==> src/rtl/mips32_pkg.sv <==
// mips32_pkg: definitions shared by the MIPS32 pipeline blocks.
//   - instruction opcode constants and instruction type codes
//   - requester IDs for the unified memory arbiter
//   - arbiter FSM state encoding
//   - a helper that flags word addresses outside the memory
package mips32_pkg;

    // Opcodes
    localparam logic [5:0] ADD   = 6'b000000;
    localparam logic [5:0] SUB   = 6'b000001;
    localparam logic [5:0] AND   = 6'b000010;
    localparam logic [5:0] OR    = 6'b000011;
    localparam logic [5:0] SLT   = 6'b000100;
    localparam logic [5:0] MUL   = 6'b000101;
    localparam logic [5:0] HLT   = 6'b111111;
    localparam logic [5:0] LW    = 6'b001000;
    localparam logic [5:0] SW    = 6'b001001;
    localparam logic [5:0] ADDI  = 6'b001010;
    localparam logic [5:0] SUBI  = 6'b001011;
    localparam logic [5:0] SLTI  = 6'b001100;
    localparam logic [5:0] BNEQZ = 6'b001101;
    localparam logic [5:0] BEQZ  = 6'b001110;

    // Instruction type codes
    localparam logic [2:0] RR_ALU = 3'b000;
    localparam logic [2:0] RM_ALU = 3'b001;
    localparam logic [2:0] LOAD   = 3'b010;
    localparam logic [2:0] STORE  = 3'b011;
    localparam logic [2:0] BRANCH = 3'b100;
    localparam logic [2:0] HALT   = 3'b101;

    // Memory requester IDs
    typedef logic [1:0] req_id_t;
    localparam req_id_t REQ_IF   = 2'd0;
    localparam req_id_t REQ_DM   = 2'd1;
    localparam req_id_t REQ_LD   = 2'd2;
    localparam req_id_t REQ_NONE = 2'd3;

    // Arbiter FSM: IDLE accepts requests, RD_WAIT covers the extra read latency cycles
    typedef enum logic {
        ST_IDLE    = 1'b0,
        ST_RD_WAIT = 1'b1
    } arb_state_t;

    // A word address is out of range when any bit above the memory address width is set
    function automatic logic addr_out_of_range(input logic [31:0] addr, input int aw);
        return (addr >> aw) != 32'h0;
    endfunction

endpackage

==> src/rtl/mips32_mem_arbiter_if.sv <==
// mips32_mem_arbiter_if: bundle of the requester buses and the memory macro bus
// around the unified-memory arbiter.
//   slave  : the arbiter side (takes requests and mem_rdata, drives grants/returns/memory strobes)
//   master : the pipeline + memory side (drives requests and mem_rdata)
//
// Handshake: a requester raises *_req with addr/we/wdata and holds all of them
// stable until it sees *_gnt high; *_gnt is high in the accepting cycle only and
// may depend combinationally on the requests of that cycle. A granted read returns
// exactly one *_rvalid pulse (rdata valid in that cycle) RD_LAT cycles later; a
// granted write returns nothing.
interface mips32_mem_arbiter_if #(
    parameter int AW = 10
);
    logic          halted;

    logic          if_req;
    logic [31:0]   if_addr;
    logic          if_gnt;
    logic          if_rvalid;

    logic          dm_req;
    logic          dm_we;
    logic [31:0]   dm_addr;
    logic [31:0]   dm_wdata;
    logic          dm_gnt;
    logic          dm_rvalid;

    logic          ld_req;
    logic          ld_we;
    logic [31:0]   ld_addr;
    logic [31:0]   ld_wdata;
    logic          ld_gnt;
    logic          ld_rvalid;

    logic [31:0]   rdata;
    logic          err;

    logic          mem_en;
    logic          mem_we;
    logic [AW-1:0] mem_addr;
    logic [31:0]   mem_wdata;
    logic [31:0]   mem_rdata;

    modport slave (
        input  halted,
        input  if_req, if_addr,
        input  dm_req, dm_we, dm_addr, dm_wdata,
        input  ld_req, ld_we, ld_addr, ld_wdata,
        input  mem_rdata,
        output if_gnt, if_rvalid,
        output dm_gnt, dm_rvalid,
        output ld_gnt, ld_rvalid,
        output rdata, err,
        output mem_en, mem_we, mem_addr, mem_wdata
    );

    modport master (
        output halted,
        output if_req, if_addr,
        output dm_req, dm_we, dm_addr, dm_wdata,
        output ld_req, ld_we, ld_addr, ld_wdata,
        output mem_rdata,
        input  if_gnt, if_rvalid,
        input  dm_gnt, dm_rvalid,
        input  ld_gnt, ld_rvalid,
        input  rdata, err,
        input  mem_en, mem_we, mem_addr, mem_wdata
    );
endinterface

==> src/rtl/mips32_prio_pick.sv <==
// mips32_prio_pick: combinational 3-way fixed-priority picker.
//   req_if, req_dm, req_ld : already-masked requests (zero when they may not win)
//   starve                 : promote IF above DM for this pick
//   winner                 : REQ_IF / REQ_DM / REQ_LD, or REQ_NONE when nothing requests
module mips32_prio_pick
    import mips32_pkg::*;
(
    input  logic    req_if,
    input  logic    req_dm,
    input  logic    req_ld,
    input  logic    starve,
    output req_id_t winner
);

    always_comb begin
        winner = REQ_NONE;
        if (req_ld) begin
            winner = REQ_LD;
        end else if (starve && req_if) begin
            winner = REQ_IF;
        end else if (req_dm) begin
            winner = REQ_DM;
        end else if (req_if) begin
            winner = REQ_IF;
        end
    end

endmodule

==> src/rtl/mips32_mem_arbiter.sv <==
// mips32_mem_arbiter: shares the single-ported unified memory between
// instruction fetch (IF), load/store (DM) and the loader/debug port (LD).
//   clk, rst   : clock and asynchronous active-high reset
//   bus        : requester buses, read return bus, err pulse and memory macro bus
//   state      : current FSM state (observation)
//   starve_cnt : consecutive lost IF arbitrations (observation)
// Priority is LD > DM > IF, with IF promoted above DM once it has lost
// STARVE_MAX arbitrations in a row. A halted pipeline cannot fetch.
module mips32_mem_arbiter
    import mips32_pkg::*;
#(
    parameter  int DEPTH      = 1024,
    parameter  int AW         = $clog2(DEPTH),
    parameter  int RD_LAT     = 1,
    parameter  int STARVE_MAX = 4,
    localparam int SW         = $clog2(STARVE_MAX + 1)
) (
    input  logic                    clk,
    input  logic                    rst,
    mips32_mem_arbiter_if.slave     bus,
    output arb_state_t              state,
    output logic [SW-1:0]           starve_cnt
);

    localparam logic [SW-1:0] STARVE_TOP = SW'(STARVE_MAX);
    localparam logic [1:0]    LAT_LOAD   = 2'(RD_LAT - 1);

    logic [1:0]  lat_cnt;
    req_id_t     owner;
    logic        resp_valid;   // this cycle is the read response cycle of `owner`
    logic        resp_oor;     // that read was out of range: return zero
    logic        err_r;

    logic        arb_en;
    logic        if_live;
    req_id_t     winner;
    logic        granted;
    logic [31:0] sel_addr;
    logic        sel_we;
    logic [31:0] sel_wdata;
    logic        sel_oor;

    // Grants only happen in IDLE and never while reset is asserted.
    assign arb_en  = (state == ST_IDLE) && !rst;
    assign if_live = bus.if_req && !bus.halted;

    mips32_prio_pick u_pick (
        .req_if (if_live    && arb_en),
        .req_dm (bus.dm_req && arb_en),
        .req_ld (bus.ld_req && arb_en),
        .starve (starve_cnt == STARVE_TOP),
        .winner (winner)
    );

    always_comb begin
        sel_addr  = 32'h0;
        sel_we    = 1'b0;
        sel_wdata = 32'h0;
        case (winner)
            REQ_IF: begin
                sel_addr = bus.if_addr;
            end
            REQ_DM: begin
                sel_addr  = bus.dm_addr;
                sel_we    = bus.dm_we;
                sel_wdata = bus.dm_wdata;
            end
            REQ_LD: begin
                sel_addr  = bus.ld_addr;
                sel_we    = bus.ld_we;
                sel_wdata = bus.ld_wdata;
            end
            default: ;
        endcase
    end

    assign granted = (winner != REQ_NONE);
    assign sel_oor = granted && addr_out_of_range(sel_addr, AW);

    assign bus.if_gnt = (winner == REQ_IF);
    assign bus.dm_gnt = (winner == REQ_DM);
    assign bus.ld_gnt = (winner == REQ_LD);

    // Out-of-range accesses are accepted but never reach the memory.
    assign bus.mem_en    = granted && !sel_oor;
    assign bus.mem_we    = bus.mem_en && sel_we;
    assign bus.mem_addr  = sel_addr[AW-1:0];
    assign bus.mem_wdata = sel_we ? sel_wdata : 32'h0;

    assign bus.if_rvalid = resp_valid && (owner == REQ_IF);
    assign bus.dm_rvalid = resp_valid && (owner == REQ_DM);
    assign bus.ld_rvalid = resp_valid && (owner == REQ_LD);
    assign bus.rdata     = (resp_valid && !resp_oor) ? bus.mem_rdata : 32'h0;
    assign bus.err       = err_r;

    always_ff @(posedge clk or posedge rst) begin
        if (rst) begin
            state      <= ST_IDLE;
            lat_cnt    <= 2'd0;
            owner      <= REQ_NONE;
            starve_cnt <= '0;
            resp_valid <= 1'b0;
            resp_oor   <= 1'b0;
            err_r      <= 1'b0;
        end else begin
            err_r <= sel_oor;
            case (state)
                ST_IDLE: begin
                    // Default: the current response (if any) ends this cycle.
                    resp_valid <= 1'b0;
                    resp_oor   <= 1'b0;
                    owner      <= REQ_NONE;
                    if (granted && !sel_we) begin
                        owner    <= winner;
                        resp_oor <= sel_oor;
                        if (RD_LAT == 1) begin
                            resp_valid <= 1'b1;
                        end else begin
                            state   <= ST_RD_WAIT;
                            lat_cnt <= LAT_LOAD;
                        end
                    end
                    // Count only arbitrations an unmasked fetch actually lost.
                    if (winner == REQ_IF) begin
                        starve_cnt <= '0;
                    end else if (if_live && (starve_cnt != STARVE_TOP)) begin
                        starve_cnt <= starve_cnt + 1'b1;
                    end
                end
                ST_RD_WAIT: begin
                    // Leave on the last wait cycle so the response cycle is IDLE.
                    lat_cnt <= lat_cnt - 2'd1;
                    if (lat_cnt == 2'd1) begin
                        state      <= ST_IDLE;
                        resp_valid <= 1'b1;
                    end
                end
                default: begin
                    state <= ST_IDLE;
                end
            endcase
        end
    end

endmodule

==> src/flat_wrapper.sv <==
// flat-port wrapper written by rule: the top's interface ports become plain ports
module mips32_mem_arbiter_flat import mips32_pkg::*;
#(
    parameter  int DEPTH      = 1024,
    parameter  int AW         = $clog2(DEPTH),
    parameter  int RD_LAT     = 1,
    parameter  int STARVE_MAX = 4,
    localparam int SW         = $clog2(STARVE_MAX + 1)
)
  (clk, rst, state, starve_cnt, bus_halted, bus_if_req, bus_if_addr, bus_dm_req, bus_dm_we, bus_dm_addr, bus_dm_wdata, bus_ld_req, bus_ld_we, bus_ld_addr, bus_ld_wdata, bus_mem_rdata, bus_if_gnt, bus_if_rvalid, bus_dm_gnt, bus_dm_rvalid, bus_ld_gnt, bus_ld_rvalid, bus_rdata, bus_err, bus_mem_en, bus_mem_we, bus_mem_addr, bus_mem_wdata);
  mips32_mem_arbiter_if #(.AW(AW)) bus_i ();
  input  logic clk;
  input  logic rst;
  output arb_state_t state;
  output logic [SW-1:0] starve_cnt;
  input wire logic [$bits(bus_i.halted)-1:0] bus_halted;
  input wire logic [$bits(bus_i.if_req)-1:0] bus_if_req;
  input wire logic [$bits(bus_i.if_addr)-1:0] bus_if_addr;
  input wire logic [$bits(bus_i.dm_req)-1:0] bus_dm_req;
  input wire logic [$bits(bus_i.dm_we)-1:0] bus_dm_we;
  input wire logic [$bits(bus_i.dm_addr)-1:0] bus_dm_addr;
  input wire logic [$bits(bus_i.dm_wdata)-1:0] bus_dm_wdata;
  input wire logic [$bits(bus_i.ld_req)-1:0] bus_ld_req;
  input wire logic [$bits(bus_i.ld_we)-1:0] bus_ld_we;
  input wire logic [$bits(bus_i.ld_addr)-1:0] bus_ld_addr;
  input wire logic [$bits(bus_i.ld_wdata)-1:0] bus_ld_wdata;
  input wire logic [$bits(bus_i.mem_rdata)-1:0] bus_mem_rdata;
  output wire logic [$bits(bus_i.if_gnt)-1:0] bus_if_gnt;
  output wire logic [$bits(bus_i.if_rvalid)-1:0] bus_if_rvalid;
  output wire logic [$bits(bus_i.dm_gnt)-1:0] bus_dm_gnt;
  output wire logic [$bits(bus_i.dm_rvalid)-1:0] bus_dm_rvalid;
  output wire logic [$bits(bus_i.ld_gnt)-1:0] bus_ld_gnt;
  output wire logic [$bits(bus_i.ld_rvalid)-1:0] bus_ld_rvalid;
  output wire logic [$bits(bus_i.rdata)-1:0] bus_rdata;
  output wire logic [$bits(bus_i.err)-1:0] bus_err;
  output wire logic [$bits(bus_i.mem_en)-1:0] bus_mem_en;
  output wire logic [$bits(bus_i.mem_we)-1:0] bus_mem_we;
  output wire logic [$bits(bus_i.mem_addr)-1:0] bus_mem_addr;
  output wire logic [$bits(bus_i.mem_wdata)-1:0] bus_mem_wdata;
  assign bus_i.halted = bus_halted;
  assign bus_i.if_req = bus_if_req;
  assign bus_i.if_addr = bus_if_addr;
  assign bus_i.dm_req = bus_dm_req;
  assign bus_i.dm_we = bus_dm_we;
  assign bus_i.dm_addr = bus_dm_addr;
  assign bus_i.dm_wdata = bus_dm_wdata;
  assign bus_i.ld_req = bus_ld_req;
  assign bus_i.ld_we = bus_ld_we;
  assign bus_i.ld_addr = bus_ld_addr;
  assign bus_i.ld_wdata = bus_ld_wdata;
  assign bus_i.mem_rdata = bus_mem_rdata;
  assign bus_if_gnt = bus_i.if_gnt;
  assign bus_if_rvalid = bus_i.if_rvalid;
  assign bus_dm_gnt = bus_i.dm_gnt;
  assign bus_dm_rvalid = bus_i.dm_rvalid;
  assign bus_ld_gnt = bus_i.ld_gnt;
  assign bus_ld_rvalid = bus_i.ld_rvalid;
  assign bus_rdata = bus_i.rdata;
  assign bus_err = bus_i.err;
  assign bus_mem_en = bus_i.mem_en;
  assign bus_mem_we = bus_i.mem_we;
  assign bus_mem_addr = bus_i.mem_addr;
  assign bus_mem_wdata = bus_i.mem_wdata;
  mips32_mem_arbiter #(.DEPTH(DEPTH), .AW(AW), .RD_LAT(RD_LAT), .STARVE_MAX(STARVE_MAX)) u_core (.clk(clk), .rst(rst), .bus(bus_i), .state(state), .starve_cnt(starve_cnt));
endmodule
==> config.mk <==
export PLATFORM = sky130hd
export DESIGN_NAME = mips32_mem_arbiter_flat
export DESIGN_NICKNAME = d
export VERILOG_FILES = /design/src/rtl/mips32_pkg.sv /design/src/rtl/mips32_mem_arbiter_if.sv /design/src/rtl/mips32_prio_pick.sv /design/src/rtl/mips32_mem_arbiter.sv /design/src/flat_wrapper.sv
export SDC_FILE = /design/constraint.sdc
export NUM_CORES = 1
export LEC_CHECK = 0
export CAP_MARGIN = 0
export CORE_AREA = 2 2 111 113
export CTS_BUF_LIST = sky130_fd_sc_hd__clkbuf_4
export CTS_CLUSTER_SIZE = 8
export DETAILED_ROUTE_END_ITERATION = 7
export DIE_AREA = 0 0 113 115
export DONT_BUFFER_PORTS = 1
export MAX_ROUTING_LAYER = met4
export PLACE_DENSITY = 0.3
export SLEW_MARGIN = 20
export SYNTH_ARGS = -nofsm -noshare
export SYNTH_HDL_FRONTEND = slang
export SYNTH_SLANG_ARGS = --single-unit
==> constraint.sdc <==
create_clock -name clk -period 2.3 [get_ports clk]
set_input_delay 0.46 -clock clk [delete_from_list [all_inputs] [get_ports clk]]
set_output_delay 0.46 -clock clk [all_outputs]
set_load 0.02 [all_outputs]
==> results.sh, run 1 <==
export IMPL_grt_usage_pct=10.9
export IMPL_placed_cell_area_um2=2150
export IMPL_setup_tns_ns=-0.931
export IMPL_nFillCells=1279
export IMPL_yosys_top_cells_area="a22oi_1 (15%), dfrtp_1 (14%), and2_1 (13%)"
export IMPL_syn_to_final_growth_pct=63.2
export IMPL_hold_slack_ns=0.0679
export IMPL_switching_share_pct=45.1
export IMPL_htree_num_levels=1
export IMPL_slew_viol_final=0
export IMPL_grt_pass1_vias=1958
export IMPL_period_needed_ns=2.37
export IMPL_synth_async_reset_ratio_pct=100
export IMPL_outcome="finished with violations"
export IMPL_combPwrFrac_pct=63.7
export IMPL_dieWidth_um=113
export IMPL_clk_pin_slew_ns=0.09
export IMPL_synth_top_flop_cell="dfrtp_1"
export IMPL_violations="design-rule violations, negative setup slack"
export IMPL_cts_tree="yes"
export IMPL_cpMaxStageDelayCell="dfrtp_1"
export IMPL_cts_root_buf="clkbuf_4"
export IMPL_p_int_uw=597
export IMPL_p_leak_nw=0.953
export IMPL_finalInstanceArea_um2=2650
export IMPL_p_sw_uw=492
export IMPL_ir_drop_mv=0.166
export IMPL_via_per_inst=4.85
export IMPL_worstPathRequired_ns=1.84
export IMPL_r2r_end="u_core.resp_oor$_DFFE_PP0N_"
export IMPL_cts_buffers=3
export IMPL_drive_gt1_share_pct=43.2
export IMPL_synthesis_area_um2=1630
export IMPL_fin_cells=413
export IMPL_final_cell_mix="nor2_4 (32), and2_1 (32), a22oi_1 (30)"
export IMPL_cp_slowest_stage_delay_ns=0.39
export IMPL_crit_type="reg -> out"
export IMPL_syn_inst=223
export IMPL_drt_pass1_iterations=8
export IMPL_drt_iter0_markers=124
export IMPL_startpoint_type="register"
export IMPL_grt_overflow=0
export IMPL_ff2ff_path_depth=10
export IMPL_synth_edf_count=0
export IMPL_crit_buf_inv=3
export IMPL_path_cells="inv_2, ha_4, nand2_4, o211a_4, buf_4, a222oi_1, inv_1"
export IMPL_maxCapViolCount=0
export IMPL_yosys_area_top_type="a22oi_1"
export IMPL_critPathArrivalTime_ns=1.91
export IMPL_wl_per_cell_um=19.0
export IMPL_initial_core_util_pct=13.8
export IMPL_r2r_start="u_core.starve_cnt[0]$_DFFE_PP0P_"
export IMPL_drc=9
export IMPL_avgSynthCellArea_um2=7.29
export IMPL_cts_sinks=11
export IMPL_n_antenna_cell=0
export IMPL_worst_slack_ns=-0.0738
export IMPL_worst_pin_slew_ns=0.540
export IMPL_synth_distinct_cells=38
export IMPL_max_slew_margin_pct=63.7
export IMPL_syn_nets=426
export IMPL_finalHoldViolCount=0
export IMPL_p_seq_share_pct=23.3
export IMPL_die_area_um2=13000
export IMPL_powerDensity_nw_per_um2=410
export IMPL_core_area_um2=11800
export IMPL_placed_cells=394
export IMPL_post_route_period_util_pct=103
export IMPL_grt_setup_unrepaired="true"
export IMPL_synth_top_area_share_pct=14.8
export IMPL_yosysSeqAreaShare_pct=17.1
export IMPL_layout_nets=470
export IMPL_grt_max_degree=33
export IMPL_ant_nets=0
export IMPL_r2r_setup_slack_ns=0.40
export IMPL_finalSetupViolCount=23
export IMPL_place_hpwl_um=6270
export IMPL_clkPwrFrac_pct=13.1
export IMPL_max_freq_ghz=0.421
export IMPL_antenna_found_initial=0
export IMPL_wirelength_um=7830
export IMPL_ctsLongestPathBuffers=2
export IMPL_path_delay_family="compound AO/OA/AOI/OAI gates"
export IMPL_clk_latency_ns=0.28
export IMPL_die_height_um=115
export IMPL_finalWeightedCongestion=0.938
export IMPL_io_pins=287
export IMPL_hold_path_class="in -> async"
export IMPL_critPathCaptureType="output port"
export IMPL_route_vias_total=2002
export IMPL_crit_path_max_fanout=7
export IMPL_ys_seq_elements=11
export IMPL_synth_warnings=0
export IMPL_io_buffers=0
export IMPL_skew_ns=0.00846
export IMPL_grt_pass1_wl_um=10600
export IMPL_rows=40
==> final cells by class <==
class	count	area [µm²]	area share, %
multi-input combinational	185	1520	57.1
timing repair buffer	56	611	23.0
sequential	11	278	10.5
tap	147	184	6.93
inverter	10	37.5	1.41
clock buffer	3	22.5	0.849
clock inverter	1	5.00	0.189
==> flip-flops by register name (all words and copies together), names as in the netlist <==
signal             flops
u_core.bus.err         1
u_core.lat_cnt         2
u_core.owner           2
u_core.resp_oor        1
u_core.resp_valid      1
u_core.starve_cnt      3
u_core.state           1
==> power groups by stage <==
stage | clock network [mW] | logic, mW | registers (mW)
after detailed placement | 0 | 0.509 | 0.250
after global placement | 0 | 0.512 | 0.251
after global routing | 0.162 | 0.744 | 0.257
after floorplan | 0 | 0.319 | 0.286
final | 0.143 | 0.693 | 0.253
after CTS | 0.154 | 0.660 | 0.253
==> metrics by stage <==
stage / power (mW) / setup WS (ns) / util, %
floorplan: 0.604 / -0.00538 / -
global placement: 0.763 / -0.0230 / 18.2
detailed placement: 0.759 / -0.0128 / 18.2
CTS: 1.07 / -0.104 / 22.0
global route: 1.16 / -0.170 / 22.5
finish: 1.09 / -0.0738 / 22.5
==> cells in the mapped netlist, types with 3 or more instances <==
master,n
mux2i_1,5
buf_2,7
o21ai_0,8
a21oi_1,4
clkbuf_1,6
a222oi_1,5
nor2b_1,6
nor2_1,39
nand4_1,3
ha_1,3
buf_4,3
inv_1,10
and2_1,33
a22oi_1,32
dfrtp_1,9
nor4_1,12
nand2_1,11
==> logic make-up after synthesis <==
group	after synthesis	synth area share, %
AND/OR/NAND/NOR	116	38.5
AO/OA/AOI/OAI	58	30.0
buffers and inverters	27	7.46
flip-flops	11	17.1
multiplexers	5	3.08
XOR/XNOR	3	1.62
adder cells (fa/ha/maj)	3	2.31
==> repair_timing <==
item / CTS / global route
setup buffers: 15 / 3
resized for setup: 68 / 15
hold buffers: 0 / 0
gates cloned: 2 / 0
setup endpoints to repair: 45 / 44
pin swaps: 28 / 21
==> worst max-delay path by stage <==
stage / endpoint / cells past startpoint / startpoint / slack (ns)
after floorplan: bus_mem_wdata[1] / 7 / u_core.starve_cnt[0]$_DFFE_PP0P_ / -0.005
after global placement: bus_mem_en / 5 / bus_if_addr[17] / -0.02
after detailed placement: bus_mem_en / 5 / bus_if_addr[17] / -0.01
after CTS: bus_mem_wdata[25] / 10 / u_core.starve_cnt[0]$_DFFE_PP0P_ / -0.10
after global routing: bus_mem_addr[4] / 10 / u_core.starve_cnt[0]$_DFFE_PP0P_ / -0.17
final: bus_mem_addr[8] / 7 / u_core.starve_cnt[0]$_DFFE_PP0P_ / -0.07
==> routing by layer <==
layer / wire length, µm / track usage [%]
met1: 3170 / 13.9
met2: 3900 / 17.8
met3: 761 / 2.95
met5: 0 / -
met4: 10 / 1.14
Note: power is estimated with default switching activity, not from simulation.
==> run 2: changes to the inputs <==
- CORE_AREA: 2 2 111 113 -> 2 2 112 114
- DIE_AREA: 0 0 113 115 -> 0 0 114 116
- REMOVE_ABC_BUFFERS: not set -> 1
==> run 2 against run 1 <==
  * The run ends with negative setup slack left
  * Sequential cell count unchanged
  * Count of clock-buffer cells in the layout rose by 1
  * Fmax is 1.5% lower
  * Clock power hardly changed
  * Sequential share of layout area decreased by 0.88 points
  * Die area up 1.8%
  * Total power is 1.3% higher
  * First-iteration DRC count shrank 38%
  * Cell area increased by 9.2%
  * Global-route usage grew 1.1 points
  * Via count increased by 5.6%
  * Combinational power up 1%
==> results.sh, run 2 (synthesis gave the netlist of run 1 again) <==
export IMPL_p_leak_nw=1.10
export IMPL_via_per_inst=4.85
export IMPL_die_height_um=116
export IMPL_cts_root_buf="clkbuf_4"
export IMPL_crit_path_max_fanout=7
export IMPL_powerDensity_nw_per_um2=381
export IMPL_drt_iter0_markers=77
export IMPL_slew_viol_final=0
export IMPL_startpoint_type="register"
export IMPL_p_int_uw=609
export IMPL_drt_pass1_iterations=4
export IMPL_grt_pass1_vias=1995
export IMPL_hold_buffers=0
export IMPL_reg_top3="u_core.starve_cnt: 3 flops, u_core.lat_cnt: 2 flops, u_core.owner: 2 flops"
export IMPL_wirelength_um=9280
export IMPL_outcome="finished with violations"
export IMPL_grt_max_degree=36
export IMPL_worst_slack_ns=-0.110
export IMPL_cts_tree="yes"
export IMPL_layout_nets=493
export IMPL_worstPathRequired_ns=1.84
export IMPL_hold_path_class="in -> async"
export IMPL_skew_ns=0.00187
export IMPL_period_needed_ns=2.41
export IMPL_combPwrFrac_pct=63.7
export IMPL_grt_overflow=0
export IMPL_regMostFlops="u_core.starve_cnt"
export IMPL_p_sw_uw=494
export IMPL_post_route_period_util_pct=105
export IMPL_hold_slack_ns=0.0798
export IMPL_final_common_cell="buf_6"
export IMPL_worst_pin_slew_ns=0.676
export IMPL_placed_cells=411
export IMPL_finalHoldViolCount=0
export IMPL_p_seq_share_pct=23.1
export IMPL_io_buffers=0
export IMPL_grt_setup_unrepaired="true"
export IMPL_nFillCells=1303
export IMPL_die_area_um2=13200
export IMPL_fin_cells=436
export IMPL_antenna_found_initial=0
export IMPL_ant_nets=0
export IMPL_drive_gt1_share_pct=49.5
export IMPL_place_hpwl_um=7400
export IMPL_ir_drop_mv=0.139
export IMPL_initial_core_util_pct=13.7
export IMPL_maxCapViolCount=0
export IMPL_max_slew_margin_pct=54.8
export IMPL_syn_to_final_growth_pct=78.2
export IMPL_final_cell_mix="buf_6 (35), buf_4 (34), and2_1 (32)"
export IMPL_wl_per_cell_um=21.3
export IMPL_n_antenna_cell=0
export IMPL_core_area_um2=11900
export IMPL_dieWidth_um=114
export IMPL_cts_sinks=11
export IMPL_cpMaxStageDelayCell="dfrtp_1"
export IMPL_io_pins=287
export IMPL_clk_pin_slew_ns=0.08
export IMPL_htree_num_levels=1
export IMPL_grt_usage_pct=11.9
export IMPL_critPathArrivalTime_ns=1.95
export IMPL_cts_buffers=3
export IMPL_ctsLongestPathBuffers=2
export IMPL_path_cells="inv_2, ha_4, nand2_4, o211a_4, buf_12, a222oi_1, inv_1"
export IMPL_switching_share_pct=44.8
export IMPL_max_freq_ghz=0.415
export IMPL_crit_type="reg -> out"
export IMPL_finalSetupViolCount=41
export IMPL_critPathCaptureType="output port"
export IMPL_drc=0
export IMPL_largest_register_ffs=3
export IMPL_violations="negative setup slack"
export IMPL_clk_latency_ns=0.26
export IMPL_finalWeightedCongestion=0.854
export IMPL_rows=40
export IMPL_grt_pass1_wl_um=11400
export IMPL_clkPwrFrac_pct=13.3
export IMPL_cp_slowest_stage_delay_ns=0.40
export IMPL_route_vias_total=2115
run 2: changes by cell type in the layout (fill, tap and decap cells not counted), moves of 2 or more:
cell | previous run | this run
a22oi_1 | 30 | 22
a22oi_2 | 3 | 11
buf_12 | 6 | 3
buf_16 | 2 | 0
buf_4 | 29 | 34
buf_6 | 18 | 35
buf_8 | 1 | 4
clkbuf_16 | 0 | 3
nor2_1 | 5 | 12
nor2_2 | 2 | 6
nor2_4 | 32 | 21
run 2: power groups by stage:
stage	clock network, mW	logic (mW)	registers (mW)
finish	0.146	0.702	0.254
global route	0.163	0.762	0.259
CTS	0.150	0.592	0.250
detailed placement	0	0.533	0.252
global placement	0	0.534	0.252
floorplan	0	0.295	0.286
run 2: per-stage QoR:
step / total power, mW / instance area [µm²] / util [%] / setup TNS [ns] / worst slack, ns
6_report: 1.10 / 2900 / 24.3 / -1.93 / -0.110
3_3_place_gp: 0.786 / 2190 / 18.4 / -0.236 / -0.0987
2_1_floorplan: 0.581 / 1540 / - / -38.30 / -0.988
5_1_grt: 1.19 / 2900 / 24.3 / -6.23 / -0.200
4_1_cts: 0.992 / 2370 / 19.9 / -4.50 / -0.141
3_5_place_dp: 0.786 / 2190 / 18.4 / -0.315 / -0.139
run 2: worst paths after layout:
path / end / start / depth (start not counted) / slack (ns)
max in group asynchronous: u_core.owner[1]$_DFFE_PP1N_ / rst / 1 / 1.89
min in group clk: u_core.owner[0]$_DFFE_PP1N_ / bus_ld_we / 2 / 0.29
worst max register to register: u_core.resp_oor$_DFFE_PP0N_ / u_core.state$_DFF_PP0_ / 10 / 0.26
worst min register to register: u_core.lat_cnt[0]$_DFFE_PP0P_ / u_core.lat_cnt[0]$_DFFE_PP0P_ / 1 / 0.49
worst max-delay path: bus_mem_addr[8] / u_core.starve_cnt[0]$_DFFE_PP0P_ / 7 / -0.11
worst min-delay path: u_core.bus.err$_DFF_PP0_ / rst / 1 / 0.08
run 2: cell type report:
class	instances	area, µm²	area share (%)
multi-input cells	185	1520	52.6
well taps	147	184	6.35
clock buffers	4	30.0	1.04
repair buffers	79	845	29.1
flip-flops and latches	11	278	9.59
inverters	10	37.5	1.30
run 2: worst max-delay path, delay by kind of cell, from the launching register on:
family	cells	cell delay, ns
AO/OA/AOI/OAI	2	0.64
adder cells (fa/ha/maj)	1	0.13
flip-flops	1	0.40
buffers and inverters	3	0.46
AND/OR/NAND/NOR	1	0.05
run 2: what timing repair did:
action / CTS / global route
pin swaps: 11 / 28
gates resized for setup: 26 / 95
endpoints found under the setup margin: 44 / 44
buffers inserted: 9 / 7
gates cloned: 0 / 5
run 2: per-layer routing:
layer | GRT usage, % | up-vias | wire, µm
met2 | 23.0 | 189 | 5160
met4 | 2.11 | 0 | 59
met5 | - | - | 0
li1 | - | 943 | -
met3 | 2.72 | 4 | 911
met1 | 12.5 | 979 | 3150
